$ cat src/rtl/farm_sensor_conditioner_pkg.sv
// rtl/farm_sensor_conditioner_pkg.sv - shared types and default timing constants
// Debounce state encoding and default cycle counts shared with the controller's timers.
package farm_sensor_conditioner_pkg;

   typedef enum logic [1:0] {
      LOW_STABLE   = 2'b00,
      CONFIRM_HIGH = 2'b01,
      HIGH_STABLE  = 2'b10,
      CONFIRM_LOW  = 2'b11
   } db_state_e;

   localparam int DB_CYCLES_DEF    = 8;
   localparam int DB_W_DEF         = 4;
   localparam int Q_W_DEF          = 4;
   localparam int DRAIN_CYCLES_DEF = 16;
   localparam int DR_W_DEF         = 5;

endpackage

$ cat src/rtl/farm_sensor_conditioner_sens_debounce.sv
// rtl/farm_sensor_conditioner_sens_debounce.sv - loop detector synchronizer and debounce FSM
// Emits a registered one-cycle rise_pulse on each confirmed low-to-high transition.
module sens_debounce
   import farm_sensor_conditioner_pkg::*;
#(
   parameter int DB_CYCLES = DB_CYCLES_DEF,
   parameter int DB_W      = DB_W_DEF
) (
   input  logic clk,
   input  logic rst_n,
   input  logic sens_raw,
   output logic db_level,
   output logic rise_pulse
);

   localparam logic [DB_W-1:0] DB_LAST = DB_W'(DB_CYCLES - 1);
   localparam logic [DB_W-1:0] DB_ONE  = DB_W'(1);

   logic            sync1_q, sync1_d;
   logic            sync2_q, sync2_d;
   db_state_e       state_q, state_d;
   logic [DB_W-1:0] db_cnt_q, db_cnt_d;
   logic            rise_q, rise_d;

   always_ff @(posedge clk or negedge rst_n) begin
      if (!rst_n) begin
         sync1_q  <= 1'b0;
         sync2_q  <= 1'b0;
         state_q  <= LOW_STABLE;
         db_cnt_q <= '0;
         rise_q   <= 1'b0;
      end else begin
         sync1_q  <= sync1_d;
         sync2_q  <= sync2_d;
         state_q  <= state_d;
         db_cnt_q <= db_cnt_d;
         rise_q   <= rise_d;
      end
   end

   // Any sample agreeing with the current stable level aborts confirmation.
   always_comb begin
      sync1_d  = sens_raw;
      sync2_d  = sync1_q;
      state_d  = state_q;
      db_cnt_d = db_cnt_q;
      case (state_q)
         LOW_STABLE: begin
            if (sync2_q) begin
               state_d  = CONFIRM_HIGH;
               db_cnt_d = DB_ONE;
            end
         end
         CONFIRM_HIGH: begin
            if (!sync2_q) begin
               state_d  = LOW_STABLE;
               db_cnt_d = '0;
            end else if (db_cnt_q == DB_LAST) begin
               state_d  = HIGH_STABLE;
               db_cnt_d = '0;
            end else begin
               db_cnt_d = db_cnt_q + DB_ONE;
            end
         end
         HIGH_STABLE: begin
            if (!sync2_q) begin
               state_d  = CONFIRM_LOW;
               db_cnt_d = DB_ONE;
            end
         end
         CONFIRM_LOW: begin
            if (sync2_q) begin
               state_d  = HIGH_STABLE;
               db_cnt_d = '0;
            end else if (db_cnt_q == DB_LAST) begin
               state_d  = LOW_STABLE;
               db_cnt_d = '0;
            end else begin
               db_cnt_d = db_cnt_q + DB_ONE;
            end
         end
         default: begin
            state_d  = LOW_STABLE;
            db_cnt_d = '0;
         end
      endcase
   end

   always_comb begin
      db_level = (state_q == HIGH_STABLE) || (state_q == CONFIRM_LOW);
      rise_d   = (state_q == CONFIRM_HIGH) && sync2_q && (db_cnt_q == DB_LAST);
   end

   assign rise_pulse = rise_q;

endmodule

$ cat src/rtl/farm_sensor_conditioner.sv
// rtl/farm_sensor_conditioner.sv - farm-road vehicle queue feeding the light controller's c input
// Counts debounced arrivals and drains one vehicle per DRAIN_CYCLES of farm green.
module farm_sensor_conditioner
   import farm_sensor_conditioner_pkg::*;
#(
   parameter int DB_CYCLES    = DB_CYCLES_DEF,
   parameter int DB_W         = DB_W_DEF,
   parameter int Q_W          = Q_W_DEF,
   parameter int DRAIN_CYCLES = DRAIN_CYCLES_DEF,
   parameter int DR_W         = DR_W_DEF
) (
   input  logic           clk,
   input  logic           rst_n,
   input  logic           sens_raw,
   input  logic           fg,
   output logic           c,
   output logic [Q_W-1:0] car_cnt,
   output logic           arrive_pulse,
   output logic           overflow
);

   localparam logic [Q_W-1:0]  Q_MAX   = {Q_W{1'b1}};
   localparam logic [Q_W-1:0]  Q_ONE   = Q_W'(1);
   localparam logic [DR_W-1:0] DR_LAST = DR_W'(DRAIN_CYCLES - 1);
   localparam logic [DR_W-1:0] DR_ONE  = DR_W'(1);

   logic            db_level;
   logic            arrive;
   logic            dec;
   logic [DR_W-1:0] dr_cnt_q, dr_cnt_d;
   logic [Q_W-1:0]  car_cnt_q, car_cnt_d;
   logic            overflow_q, overflow_d;

   sens_debounce #(
      .DB_CYCLES (DB_CYCLES),
      .DB_W      (DB_W)
   ) u_deb (
      .clk        (clk),
      .rst_n      (rst_n),
      .sens_raw   (sens_raw),
      .db_level   (db_level),
      .rise_pulse (arrive_pulse)
   );

   always_ff @(posedge clk or negedge rst_n) begin
      if (!rst_n) begin
         dr_cnt_q   <= '0;
         car_cnt_q  <= '0;
         overflow_q <= 1'b0;
      end else begin
         dr_cnt_q   <= dr_cnt_d;
         car_cnt_q  <= car_cnt_d;
         overflow_q <= overflow_d;
      end
   end

   // The pulse only ever fires on entry to HIGH_STABLE, so db_level is high alongside it.
   always_comb begin
      arrive     = arrive_pulse && db_level;
      dec        = fg && (car_cnt_q != '0) && (dr_cnt_q == DR_LAST);
      dr_cnt_d   = '0;
      car_cnt_d  = car_cnt_q;
      overflow_d = overflow_q;
      if (fg && (car_cnt_q != '0) && !dec) begin
         dr_cnt_d = dr_cnt_q + DR_ONE;
      end
      case ({arrive, dec})
         2'b10: begin
            if (car_cnt_q == Q_MAX) begin
               overflow_d = 1'b1;
            end else begin
               car_cnt_d = car_cnt_q + Q_ONE;
            end
         end
         2'b01:   car_cnt_d = car_cnt_q - Q_ONE;
         default: car_cnt_d = car_cnt_q;
      endcase
   end

   assign car_cnt  = car_cnt_q;
   assign overflow = overflow_q;
   assign c        = (car_cnt_q != '0);

endmodule

$ cat config.mk
export PLATFORM = sky130hd
export DESIGN_NAME = farm_sensor_conditioner
export DESIGN_NICKNAME = d
export VERILOG_FILES = /design/src/rtl/farm_sensor_conditioner_pkg.sv /design/src/rtl/farm_sensor_conditioner_sens_debounce.sv /design/src/rtl/farm_sensor_conditioner.sv
export SDC_FILE = /design/constraint.sdc
export NUM_CORES = 1
export LEC_CHECK = 0
export CORE_ASPECT_RATIO = 1.25
export CORE_MARGIN = 3
export CORE_UTILIZATION = 52
export CTS_BUF_LIST = sky130_fd_sc_hd__clkbuf_8 sky130_fd_sc_hd__clkbuf_16
export DETAILED_ROUTE_END_ITERATION = 7
export MAX_ROUTING_LAYER = met4
export PLACE_DENSITY = 0.75
export SYNTH_ARGS = -nofsm -noshare
export SYNTH_HDL_FRONTEND = slang
export SYNTH_SLANG_ARGS = --single-unit
export TNS_END_PERCENT = 50
$ cat constraint.sdc
create_clock -name clk -period 2.94 [get_ports clk]
set_input_delay 0.735 -clock clk [delete_from_list [all_inputs] [get_ports clk]]
set_output_delay 0.735 -clock clk [all_outputs]
set_load 0.02 [all_outputs]
==> results of run 1 <==
[flip-flops by register name, indices dropped and copies added, names as in the netlist, named ones only]
register,flops
car_cnt,4
dr_cnt_q,5
overflow,1
u_deb.db_cnt_q,4
u_deb.rise_pulse,1
u_deb.state_q,1
u_deb.sync1_q,1
u_deb.sync2_q,1
[final cells by class]
class,count,area (um^2)
Inverter,2,7.51
Tap cell,18,22.5
Multi-Input combinational cell,59,393
Clock buffer,3,41.3
Timing Repair Buffer,10,100
Sequential cell,19,475
Fill cell,128,538
Clock inverter,1,3.75
[synthesized netlist by cell type, types with 2 or more instances]
library cell | number | area share
xor2_1 | 3 | 0.030
clkbuf_1 | 2 | 0.0085
o21a_1 | 2 | 0.017
dfrtp_1 | 19 | 0.54
nand3_1 | 7 | 0.039
nand4_1 | 2 | 0.014
mux2_2 | 2 | 0.025
ha_1 | 4 | 0.056
nand2_1 | 7 | 0.030
inv_1 | 2 | 0.0085
nor3b_1 | 2 | 0.017
xnor2_1 | 4 | 0.039
o21ai_0 | 6 | 0.034
nor2_1 | 8 | 0.034
[power breakdown]
group / internal (uW) / switching, uW / total, uW
Sequential: 292 / 36.0 / 328
Clock: 92.8 / 83.3 / 176
Combinational: 42.2 / 45.9 / 88.1
[layer usage]
| metal | routed length [um] | vias to the layer above | global-route usage |
|---|---|---|---|
| met5 | 0 | - | - |
| li1 | - | 312 | - |
| met1 | 690 | 299 | 0.213 |
| met4 | 44 | 0 | 0.116 |
| met3 | 59 | 5 | 0.0412 |
| met2 | 681 | 13 | 0.243 |
[cell families after synthesis]
| logic type | count (synthesis) | share of synthesized area |
|---|---|---|
| AO/OA/AOI/OAI | 14 | 0.106 |
| XOR/XNOR | 7 | 0.0690 |
| adder cells (fa/ha/maj) | 4 | 0.0563 |
| multiplexers | 2 | 0.0254 |
| AND/OR/NAND/NOR | 32 | 0.186 |
| flip-flops | 19 | 0.535 |
| buffers and inverters | 5 | 0.0225 |
[final timing paths]
kind / startpoint / to / slack (ns) / cells after the start
worst max-delay path: car_cnt[1] / c / 0.36 / 2
worst min-delay path: u_deb.sync1_q / u_deb.sync2_q / 0.35 / 0
worst max register to register: dr_cnt_q[0] / car_cnt[2] / 0.76 / 10
worst min register to register: u_deb.sync1_q / u_deb.sync2_q / 0.35 / 0
max in group asynchronous: rst_n / overflow / 1.47 / 1
min in group asynchronous: rst_n / u_deb.db_cnt_q[1] / 0.95 / 1
[placed cells by master (no fill, tap or decap)]
cell type,synthesis,routed
a21oi_1,1,1
a22o_1,1,1
a31o_2,1,1
and2_2,1,1
and2_4,1,1
and3_1,1,1
clkbuf_8,0,3
clkdlybuf4s50_1,0,10
dfrtp_1,19,19
ha_1,4,4
inv_1,2,3
mux2_2,2,2
nand2_1,7,7
nand3_1,7,7
nand3b_1,1,1
nand4_1,2,2
nor2_1,8,8
nor3_1,1,1
nor3b_1,2,2
o21a_1,2,2
o21ai_0,6,6
o22a_2,1,1
o31ai_1,1,1
o32ai_1,1,1
or4_4,1,1
xnor2_1,4,4
xor2_1,3,3
[stage by stage]
step           instances  cell area [um^2]  hold slack, ns   util  total power [uW]
4_1_cts              112              1040           0.354  0.660               594
5_1_grt              112              1040           0.364  0.660               630
3_3_place_gp         108               998           0.338  0.631               414
3_5_place_dp         108               998           0.340  0.631               420
6_report             112              1040           0.345  0.660               592
2_1_floorplan         83               888           0.331      -               392
==> summary.txt, run 1 <==
CTS
  – CTS H-tree depth: 1
  – Hold buffers post-CTS: 0
  – # clock sinks: 19
  – # Post-CTS Setup Buffers: 0
  – Number of CTS-inserted buffers: 3
  – Clk Latency, worst-skew pair: roughly 0.25 ns
  – Root Driver: clkbuf_8
  – Clk slew on worst S/H paths: 0.07 ns
  – # resized after CTS: 0
  – TritonCTS clock tree: built
  – Deepest clock path buffer count: 2

Power and ir drop
  – Power Density: between 500 and 600 nW/um^2
  – Leakage: between 0.0004 and 0.0005 uW
  – Worst IR drop on VDD: about 0.00048 V

Cells and area
  – Final nets: 103
  – Layout cell share with drive strength beyond 1: 0.106
  – Area Overhead vs Synth: 17.5%
  – ANT cells: 0

Timing
  – Worst-Margin Slew: roughly 0.83 ns
  – Unrepaired setup endpoints after global routing: false
  – Setup TNS Final: 0 ns
  – Slew Limit Fails: 0
  – Relative slew slack: 0.446
  – Final worst slack: between 0.3 and 0.4 ns
  – Fin crit period: 2.58 ns
  – Maximum clock rate: 387 MHz
  – Period utilization: 0.878
  – Final Setup Violations: 0
  – Final number of hold-violating endpoints: 0
  – Clk_skew: a little under 0.006 ns

Synth
  – Syn Inst Count: 83
  – Syn Std Cell Area: 888 um^2
  – Avg Cell Area, Syn: 10.7 um^2
  – Syn_nets: approximately 90
  – Synth cell types: 27
  – Synth warn: 0
  – Post-synth ARST share: 1.00
  – EDFF count, synth: 0
  – Sequential share of the synthesized area: 0.535
  – Top_reg_cell synth: dfrtp_1
  – Yosys reg bits: 19

Floorplan
  – Core area: 1580 um^2
  – Number of top-level pins: 11
  – Die Footprint: between 2000 and 2500 um^2
  – DIE WIDTH: between 40 and 50 um
  – Num rows: 16
  – Starting Density: 0.562
  – Die H: between 50 and 60 um

Critical path
  – Max incr delay on CP: 0.57 ns
  – Crit Path Class: flop to output pin
  – Worst EP arrival: between 1.5 and 2 ns
  – Worst path cell trace: or4_4 -> clkdlybuf4s50_1
  – Critical path's slowest cell: or4_4
  – Worst setup SP type: flop
  – Crit path buffers/inverters: 1
  – Crit path max fanout: 8
  – CP endpoint kind: output pin
  – CP top delay family: simple AND/OR/NAND/NOR gates
  – CP required: about 2.2 ns

Routing
  – Post-route ant nets: 0
  – Drt pass-1 iters: 4
  – Drc violations: 0
  – Vias per Instance: roughly 5.6
  – Vias after detailed routing: roughly 630
  – Wire per inst: 13.2 um
  – DRT iter0 DRCs: 19
  – Total Routed Length: about 1500 um

Global routing
  – Largest net degree at the start of global routing: 20
  – Vias in the first global route: 616
  – Grt ovf: 0
  – Tot GR Track Use: 0.170
  – First-pass GRT wire length: 2680 um
  – Initial antenna violation count: 0

Worst hold path
  – Tightest Hold Check Type: flop to flop

Flow run
  – Max Cap Viol: 0

Place
  – Number of port buffers: 10
  – Dpl ws: between 0.4 and 0.5 ns
  – Post-DP HPWL: around 1100 um
  – Final RePlAce weighted congestion: ~0.75

Run status
  – Status: finished, final reports clean
(Power assumes the default switching activity.)
==> run 2: changes to the inputs <==
--- a/config.mk
+++ b/config.mk
@@ -7,12 +7,14 @@
 export LEC_CHECK = 0
 export CORE_ASPECT_RATIO = 1.25
 export CORE_MARGIN = 3
-export CORE_UTILIZATION = 52
+export CORE_UTILIZATION = 53
 export CTS_BUF_LIST = sky130_fd_sc_hd__clkbuf_8 sky130_fd_sc_hd__clkbuf_16
+export CTS_CLUSTER_DIAMETER = 200
 export DETAILED_ROUTE_END_ITERATION = 7
 export MAX_ROUTING_LAYER = met4
-export PLACE_DENSITY = 0.75
+export PLACE_DENSITY = 0.76
 export SYNTH_ARGS = -nofsm -noshare
 export SYNTH_HDL_FRONTEND = slang
+export SYNTH_HIERARCHICAL = 1
 export SYNTH_SLANG_ARGS = --single-unit
 export TNS_END_PERCENT = 50
==> summary.txt, run 2 <==
Run status
  – Status: finished, final reports clean

Routing
  – DRT iter0 DRCs: 10
  – Drt pass-1 iters: 4
  – Vias after detailed routing: 643
  – Post-route ant nets: 0
  – Wire per inst: 12.6 um
  – Vias per Instance: about 5.7
  – Drc violations: 0
  – Total Routed Length: between 1000 and 1500 um

Timing
  – Period utilization: 0.833
  – Worst-Margin Slew: between 0.8 and 0.9 ns
  – Clk_skew: approximately 0.0010 ns
  – Fin crit period: 2.45 ns
  – Final number of hold-violating endpoints: 0
  – Setup TNS Final: 0 ns
  – Slew Limit Fails: 0
  – Unrepaired setup endpoints after global routing: false
  – Maximum clock rate: 408 MHz
  – Relative slew slack: 0.441
  – Final Setup Violations: 0

Synth
  – Avg Cell Area, Syn: ~11 um^2
  – Synth warn: 6
  – Synth area leader: dfrtp_1
  – EDFF count, synth: 0
  – Synth cell types: 34
  – Top post-synthesis cells by area: dfrtp_1 52%, ha_1 5.5%, nor2_1 2.9%, xor2_1 2.9%, nand3_1 2.7%
  – Yosys reg bits: 19
  – Post-synth top cells: 19 x dfrtp_1, 7 x nor2_1, 5 x inv_1, 5 x nand3_1
  – Post-synth ARST share: 1.00
  – Syn Inst Count: just over 80
  – Syn_nets: between 90 and 100
  – Top_reg_cell synth: dfrtp_1
  – Most used standard cell by instance count after synthesis: dfrtp_1
  – Top-area cell type share of the netlist area: 0.520
  – Sequential share of the synthesized area: 0.520
  – Syn Std Cell Area: approximately 900 um^2

Floorplan
  – Die H: about 52 um
  – Starting Density: 0.571
  – DIE WIDTH: roughly 43 um
  – Core area: 1600 um^2
  – Die Footprint: about 2300 um^2
  – Number of top-level pins: 11
  – Num rows: 16

Place
  – Number of port buffers: 10
  – Placed Cells: between 100 and 150
  – Post-DP HPWL: 1090 um
  – Dpl cell area: a little over 1000 um^2
  – Final RePlAce weighted congestion: around 0.76

Cells and area
  – ANT cells: 0
  – Most common cell after layout, fill and taps aside: dfrtp_1
  – Biggest register: dr_cnt_q
  – Final nets: around 100
  – Most used cells in the layout excluding fill and tap cells: 19 x dfrtp_1, 10 x clkdlybuf4s50_1, 7 x nor2_1, 6 x inv_1, 5 x nand3_1
  – Filler instances: approximately 130
  – Layout cell share with drive strength beyond 1: 0.116
  – Final Instance Area: about 1100 um^2
  – Area Overhead vs Synth: 17.4%
  – Post-route insts no fill: between 100 and 150
  – Max reg flops: 5

CTS
  – Root Driver: clkbuf_8
  – # clock sinks: 19
  – # resized after CTS: 0
  – # Post-CTS Setup Buffers: 0
  – Deepest clock path buffer count: 2
  – Clk Latency, worst-skew pair: approximately 0.24 ns
  – CTS H-tree depth: 1
  – Hold buffers post-CTS: 0
  – Clk slew on worst S/H paths: 0.06 ns
  – TritonCTS clock tree: built
  – Number of CTS-inserted buffers: 3

Global routing
  – Grt ovf: 0
  – Met1 Usage GRT: 0.210
  – Initial antenna violation count: 0
  – Busiest grt layer: met2
  – Met3 usage: 0.0309
  – Vias in the first global route: about 690
  – First-pass GRT wire length: around 2900 um
  – Largest net degree at the start of global routing: 20
  – Met2 Use GR: 0.281
  – Tot GR Track Use: 0.175

Worst hold path
  – Hold wc startpoint: u_deb/sync1_q
  – Tightest Hold Check Type: flop to flop

Critical path
  – Crit Path Class: flop to output pin
  – Crit path from: car_cnt[2]
  – Worst r2r src: dr_cnt_q[0]
  – Worst EP arrival: about 1.7 ns
  – CP endpoint kind: output pin
  – Crit path max fanout: 5
  – CP required: between 2 and 2.5 ns
  – Worst setup SP type: flop

Power and ir drop
  – Worst IR drop on VDD: about 0.00042 V
  – Power Density: 530 nW/um^2
  – Leakage: 0.000487 uW
  – Total Power: between 500 and 600 uW

Flow run
  – Max Cap Viol: 0
==> run 2: final timing paths <==
kind | slack, ns | cells past startpoint | end
max in group asynchronous | 1.46 | 1 | dr_cnt_q[3]
min reg2reg | 0.36 | 0 | u_deb/sync2_q
max reg2reg | 0.79 | 9 | car_cnt[2]
min in group asynchronous | 0.97 | 1 | overflow
min | 0.36 | 0 | u_deb/sync2_q
max | 0.49 | 3 | c
==> run 2: worst max-delay path, stage by stage (launching register included) <==
cell,delay [ns]
dfrtp_1,0.46
nor4_2,0.37
inv_2,0.09
clkdlybuf4s50_1,0.55
==> run 2: final cells by class <==
class,count,area (um^2),share of cell area
Clock inverter,1,3.75,0.00350
Clock buffer,3,41.3,0.0385
Timing Repair Buffer,10,100,0.0932
Inverter,6,22.5,0.0210
Tap cell,18,22.5,0.0210
Sequential cell,19,475,0.443
Multi-Input combinational cell,56,408,0.380
==> run 2: stage by stage <==
stage,worst slack [ns],util,hold WS [ns]
global route,0.417,0.670,0.368
finish,0.491,0.670,0.357
floorplan,0.918,-,0.331
global placement,0.569,0.642,0.337
detailed placement,0.511,0.642,0.345
CTS,0.484,0.670,0.360
==> run 2: power breakdown <==
group          switching (uW)  internal [uW]  total (uW)
clock                    74.8           92.4         167
sequential               34.9            288         323
combinational            40.0           38.9        78.9
total                     150            420         569
==> run 2: logic make-up (layout without fill, tap and decap cells) <==
family / count (synthesis) / after routing / share of synthesized area
AND/OR/NAND/NOR: 32 / 32 / 0.212
flip-flops: 19 / 19 / 0.520
AO/OA/AOI/OAI: 12 / 12 / 0.0848
buffers and inverters: 8 / 20 / 0.0342
XOR/XNOR: 6 / 6 / 0.0657
adder cells (fa/ha/maj): 4 / 4 / 0.0547
multiplexers: 2 / 2 / 0.0287
==> run 2: per-layer routing <==
layer | share of wire | vias to the layer above | routed length (um)
met5 | 0 | - | 0
met4 | 0.018 | 0 | 25
met3 | 0.055 | 4 | 79
met2 | 0.51 | 16 | 734
met1 | 0.41 | 307 | 588
li1 | - | 316 | -
